--- src/rtl/ortak_birim_hakem.sv ---
// Round-robin arbiter that shares one multi-cycle functional unit between two requesters.
// Sequences start -> wait for done -> hold result, with flush handling and a watchdog abort.
module ortak_birim_hakem #(
    parameter int unsigned VERI_BIT    = 32,
    parameter int unsigned ETIKET_BIT  = 4,
    parameter int unsigned KOD_BIT     = 3,
    parameter int unsigned ZAMAN_ASIMI = 64
) (
    input  logic                  clk_i,
    input  logic                  rstn_i,
    input  logic                  istek0_gecerli_i,
    input  logic [KOD_BIT-1:0]    istek0_kod_i,
    input  logic [VERI_BIT-1:0]   istek0_islec1_i,
    input  logic [VERI_BIT-1:0]   istek0_islec2_i,
    input  logic [ETIKET_BIT-1:0] istek0_etiket_i,
    output logic                  istek0_kabul_o,
    input  logic                  istek1_gecerli_i,
    input  logic [KOD_BIT-1:0]    istek1_kod_i,
    input  logic [VERI_BIT-1:0]   istek1_islec1_i,
    input  logic [VERI_BIT-1:0]   istek1_islec2_i,
    input  logic [ETIKET_BIT-1:0] istek1_etiket_i,
    output logic                  istek1_kabul_o,
    output logic                  birim_baslat_o,
    output logic [KOD_BIT-1:0]    birim_kod_o,
    output logic [VERI_BIT-1:0]   birim_islec1_o,
    output logic [VERI_BIT-1:0]   birim_islec2_o,
    input  logic                  birim_gecerli_i,
    input  logic [VERI_BIT-1:0]   birim_sonuc_i,
    output logic                  yanit_gecerli_o,
    output logic                  yanit_hedef_o,
    output logic [ETIKET_BIT-1:0] yanit_etiket_o,
    output logic [VERI_BIT-1:0]   yanit_sonuc_o,
    input  logic                  yanit_hazir_i,
    input  logic                  bosalt_i,
    output logic                  mesgul_o,
    output logic                  zaman_asimi_o
);

    localparam int unsigned SAYAC_BIT = $clog2(ZAMAN_ASIMI) + 1;
    localparam logic [SAYAC_BIT-1:0] SAYAC_SON = SAYAC_BIT'(ZAMAN_ASIMI - 1);

    typedef enum logic [2:0] {
        BOSTA  = 3'd0,
        BASLAT = 3'd1,
        BEKLE  = 3'd2,
        YANIT  = 3'd3,
        IPTAL  = 3'd4
    } durum_t;

    durum_t                durum_q, durum_d;
    logic                  oncelik_q, oncelik_d;
    logic [SAYAC_BIT-1:0]  sayac_q, sayac_d;
    logic [KOD_BIT-1:0]    kod_q, kod_d;
    logic [VERI_BIT-1:0]   islec1_q, islec1_d;
    logic [VERI_BIT-1:0]   islec2_q, islec2_d;
    logic [ETIKET_BIT-1:0] etiket_q, etiket_d;
    logic                  sahip_q, sahip_d;
    logic [VERI_BIT-1:0]   sonuc_q, sonuc_d;
    logic                  secilen;

    always_ff @(posedge clk_i or negedge rstn_i) begin
        if (!rstn_i) begin
            durum_q   <= BOSTA;
            oncelik_q <= 1'b0;
            sayac_q   <= '0;
            kod_q     <= '0;
            islec1_q  <= '0;
            islec2_q  <= '0;
            etiket_q  <= '0;
            sahip_q   <= 1'b0;
            sonuc_q   <= '0;
        end else begin
            durum_q   <= durum_d;
            oncelik_q <= oncelik_d;
            sayac_q   <= sayac_d;
            kod_q     <= kod_d;
            islec1_q  <= islec1_d;
            islec2_q  <= islec2_d;
            etiket_q  <= etiket_d;
            sahip_q   <= sahip_d;
            sonuc_q   <= sonuc_d;
        end
    end

    always_comb begin
        durum_d         = durum_q;
        oncelik_d       = oncelik_q;
        sayac_d         = sayac_q;
        kod_d           = kod_q;
        islec1_d        = islec1_q;
        islec2_d        = islec2_q;
        etiket_d        = etiket_q;
        sahip_d         = sahip_q;
        sonuc_d         = sonuc_q;
        istek0_kabul_o  = 1'b0;
        istek1_kabul_o  = 1'b0;
        birim_baslat_o  = 1'b0;
        yanit_gecerli_o = 1'b0;
        zaman_asimi_o   = 1'b0;
        // 1 selects requester 1: the priority holder if valid, otherwise the other one
        secilen = oncelik_q ? istek1_gecerli_i : !istek0_gecerli_i;

        unique case (durum_q)
            BOSTA: begin
                // rstn_i gating keeps the combinational grant low while reset is held
                if (rstn_i && !bosalt_i && (istek0_gecerli_i || istek1_gecerli_i)) begin
                    istek0_kabul_o = !secilen;
                    istek1_kabul_o = secilen;
                    kod_d     = secilen ? istek1_kod_i    : istek0_kod_i;
                    islec1_d  = secilen ? istek1_islec1_i : istek0_islec1_i;
                    islec2_d  = secilen ? istek1_islec2_i : istek0_islec2_i;
                    etiket_d  = secilen ? istek1_etiket_i : istek0_etiket_i;
                    sahip_d   = secilen;
                    oncelik_d = !secilen;
                    durum_d   = BASLAT;
                end
            end
            BASLAT: begin
                birim_baslat_o = !bosalt_i;
                sayac_d        = '0;
                durum_d        = bosalt_i ? BOSTA : BEKLE;
            end
            BEKLE: begin
                sayac_d = sayac_q + SAYAC_BIT'(1);
                if (birim_gecerli_i) begin
                    if (bosalt_i) begin
                        durum_d = BOSTA;
                    end else begin
                        sonuc_d = birim_sonuc_i;
                        durum_d = YANIT;
                    end
                end else if (sayac_q == SAYAC_SON) begin
                    zaman_asimi_o = 1'b1;
                    durum_d       = BOSTA;
                end else if (bosalt_i) begin
                    durum_d = IPTAL;
                end
            end
            IPTAL: begin
                sayac_d = sayac_q + SAYAC_BIT'(1);
                if (birim_gecerli_i) begin
                    durum_d = BOSTA;
                end else if (sayac_q == SAYAC_SON) begin
                    zaman_asimi_o = 1'b1;
                    durum_d       = BOSTA;
                end
            end
            YANIT: begin
                yanit_gecerli_o = 1'b1;
                if (bosalt_i || yanit_hazir_i) begin
                    durum_d = BOSTA;
                end
            end
            default: durum_d = BOSTA;
        endcase
    end

    assign birim_kod_o    = kod_q;
    assign birim_islec1_o = islec1_q;
    assign birim_islec2_o = islec2_q;
    assign yanit_hedef_o  = sahip_q;
    assign yanit_etiket_o = etiket_q;
    assign yanit_sonuc_o  = sonuc_q;
    assign mesgul_o       = (durum_q != BOSTA);

endmodule
--- config.mk ---
export PLATFORM = sky130hd
export DESIGN_NAME = ortak_birim_hakem
export DESIGN_NICKNAME = d
export VERILOG_FILES = /design/src/rtl/ortak_birim_hakem.sv
export SDC_FILE = /design/constraint.sdc
export NUM_CORES = 1
export LEC_CHECK = 0
export BUFFER_PORTS_ARGS = -buffer_cell sky130_fd_sc_hd__buf_2
export CAP_MARGIN = 20
export CORE_AREA = 2 2 114 116
export CTS_BUF_LIST = sky130_fd_sc_hd__clkbuf_4
export CTS_CLUSTER_DIAMETER = 50
export DETAILED_ROUTE_END_ITERATION = 8
export DIE_AREA = 0 0 116 118
export PLACE_DENSITY_LB_ADDON = 0.15
export SLEW_MARGIN = 15
export SYNTH_ARGS = -nofsm -noshare
export SYNTH_HDL_FRONTEND = slang
export SYNTH_SLANG_ARGS = --single-unit
--- constraint.sdc ---
create_clock -name clk_i -period 1.9 [get_ports clk_i]
set_clock_uncertainty 0.1 [all_clocks]
set_input_delay 0.19 -clock clk_i [delete_from_list [all_inputs] [get_ports clk_i]]
set_output_delay 0.19 -clock clk_i [all_outputs]
set_load 0.03 [all_outputs]
==> flow_summary.toml <==
[placement]
numPortBuffers = 290
placed_cells = 918
gp_congestion = 0.794
dp.final_hpwl_microns = 11100

[worst_setup_path]
crit_type = "flip-flop to primary output"
critPathLaunchType = "flip-flop"
cp.required_ns = 1.61
worstReg2RegStart = "durum_q[1]"
worstPathArrival_ns = 2.06
worstPathMaxFanout = 3
r2r_slack_ns = -0.32
r2r_end = "birim_islec1_o[27]"
reg2reg_depth = 10
cp-end-kind = "primary output"

[job]
cap_viol_max_count = 0

[detailed_routing]
ant_nets = 0
via_count = 6086
detail_route.first_pass.iterations = 5
drt_iter0_drc = 474
wl_microns = 23300
detail_route.wl_per_cell_microns = 19.9
drc = 0
viasPerCell = 5.19

[clocking]
cts.path.max_buffers = 2
insertion_delay_ns = 0.55
tritoncts = "built"
cts_num_sinks = 115
cts_made_buffers = 17
clockRootBuffer = "clkbuf_4"
htreeDepth = 4
cts.clk_slew.worst_paths_ns = 0.10

[die]
io_pins = 291
core-area_sq_mm = 0.0124
initial_core_util = 0.418
rows = 41
die_height_microns = 118
fp.dieW_microns = 116
dieArea_sq_mm = 0.0137

[pwr]
powerDensity_mw_per_mm2 = 1280
peakVddDrop_mv = 0.809
p_leak_nw = 4.77

[logic_synthesis]
synthMuxAreaShare = 0.208
syn_area_sq_mm = 0.00518
synthSimpleGateAreaFrac = 0.102
avgSynthCellArea_sq_um = 11.1
syn_inst = 467
post_synth_num_cell_types = 35
synth-seq-cells = 115
ys_seq_area_frac = 0.555
yosysWarningCount = 0
synthFlopType = "dfrtp_1"
syn_nets = 649
synth_edf_count = 0
synth_top_family_by_area = "multiplexers"
synthAdderAreaFrac = 0.00241
synth-compound-area-share = 0.0941
synth_top_area_frac = 0.555
synth_top_cell_by_area = "dfrtp_1"
synthXorXnorAreaFrac = 0.00169
yosys-top-cells-area = "dfrtp_1, mux2i_1, a21oi_1"
synthArstFlopShare = 1.00

[timing]
max_slew_margin = 0.487
fin_crit_sh = 1.24
hold_violations = 0
worst_pin_slew_ns = 0.769
rsz0062_at_grt = "yes"
fin_ws_ns = -0.448
drv_slew = 0
setup_viol = 60
fmax_ghz = 0.426
finalSetupTns_ns = -10.01
fin_crit_ns = 2.35

[layout]
syn2layout_area_growth_pct = 91.7
layoutNonFillerInstCount = 1173
multi_input_area_sq_mm = 0.00237
drive_gt1_frac = 0.473
layout_commonest_cell = "buf_2"
fillers = 705
layout_common_cells = "buf_2, dlygate4sd3_1, dfrtp_1"
nNetsFinal = 1168
seqCellArea_sq_mm = 0.00288

[global_routing]
grt_pass1_vias = 6586
grt_usage = 0.332
antenna_found_initial = 3
grt_pass1_wl_microns = 34100
grt_max_degree = 61
grt-ovfl-total = 0

[min_path]
hold_end = "durum_q[0]"
hold_class = "input pin to flip-flop"
holdPathStages = 4
hold_start = "bosalt_i"

[run_status]
outcome = "finished with violations"
violations = "negative setup slack"
[routing by layer]
layer	vias to the layer above	routed length, microns	track usage
li1	2681	-	-
met4	0	1610	0.244
met3	136	1970	0.107
met1	2903	7770	0.328
met2	366	11900	0.570
met5	-	0	0
[timing repair]
action	CTS	global route
pin swaps	1	0
gates cloned	13	2
hold buffers	179	0
buffers inserted	24	8
hold endpoints to repair	221	0
setup endpoints to repair	45	64
resized for setup	84	20
[power by group]
group	internal [W]	switching (W)	total, W	leakage, nW
combinational	0.00264	0.00442	0.00706	3.32
clock	0.000533	0.000935	0.00147	0.124
sequential	0.00351	0.000713	0.00423	1.33
total	0.00669	0.00607	0.0128	4.77
[layout make-up]
| class | count | share of cell area |
|---|---|---|
| Clock inverter | 10 | 0.00441 |
| Tap cell | 172 | 0.0217 |
| Sequential cell | 115 | 0.290 |
| Clock buffer | 21 | 0.0159 |
| Inverter | 3 | 0.00151 |
| Timing Repair Buffer | 531 | 0.428 |
| Multi-Input combinational cell | 318 | 0.238 |
| Antenna cell | 3 | 0.000755 |
[flip-flops by register name (all words and copies together) (netlist names)]
signal	count
yanit_etiket_o	4
birim_islec2_o	32
oncelik_q	1
durum_q	3
birim_islec1_o	32
sayac_q	7
yanit_hedef_o	1
birim_kod_o	3
yanit_sonuc_o	32
[worst max-delay path, stage by stage (launching register included)]
cell     delay, ns
dfrtp_1       0.39
or3_4         0.40
nor4b_4       0.25
buf_6         0.14
nor2b_2       0.18
buf_6         0.15
[cell families after synthesis]
kind of cell / after synthesis
simple gates: 120
flops: 115
mux: 104
compound gates: 92
buf+inv: 34
xor+xnor: 1
fa+ha+maj: 1
[cells in the mapped netlist (all sizes together), types with 2 or more instances]
| master | number |
|---|---|
| mux2i | 72 |
| nor4b | 2 |
| nand3 | 2 |
| nor2 | 83 |
| o21ai | 4 |
| nand2 | 12 |
| buf | 22 |
| inv | 3 |
| a21oi | 77 |
| nor4 | 2 |
| nand3b | 2 |
| mux2 | 32 |
| nor3 | 7 |
| a211oi | 3 |
| nor2b | 4 |
| dfrtp | 115 |
| clkbuf | 9 |
| a31oi | 2 |
[worst max-delay path by stage]
stage | from | to | slack, ns | cells after the start
2_1_floorplan | durum_q[1] | birim_baslat_o | 0.02 | 2
3_3_place_gp | durum_q[1] | birim_islec1_o[10] | 0.05 | 6
3_5_place_dp | durum_q[1] | birim_kod_o[1] | -0.04 | 6
4_1_cts | durum_q[1] | istek1_kabul_o | -0.46 | 5
5_1_grt | durum_q[1] | istek1_kabul_o | -0.54 | 5
6_report | durum_q[1] | istek1_kabul_o | -0.45 | 5
[metrics by stage]
stage / power, W / area [sq um] / util / setup slack, ns / hold WS, ns
after floorplan: 0.00794 / 5190 / - / 0.0221 / -0.206
after global placement: 0.00976 / 6910 / 0.557 / 0.0521 / 0.302
after detailed placement: 0.00992 / 6910 / 0.557 / -0.0397 / 0.307
after CTS: 0.0122 / 9790 / 0.788 / -0.464 / 0.0514
after global routing: 0.0133 / 9940 / 0.801 / -0.543 / 0.107
final: 0.0128 / 9940 / 0.801 / -0.448 / 0.0817
No activity file was read; power rests on OpenSTA's default activity.
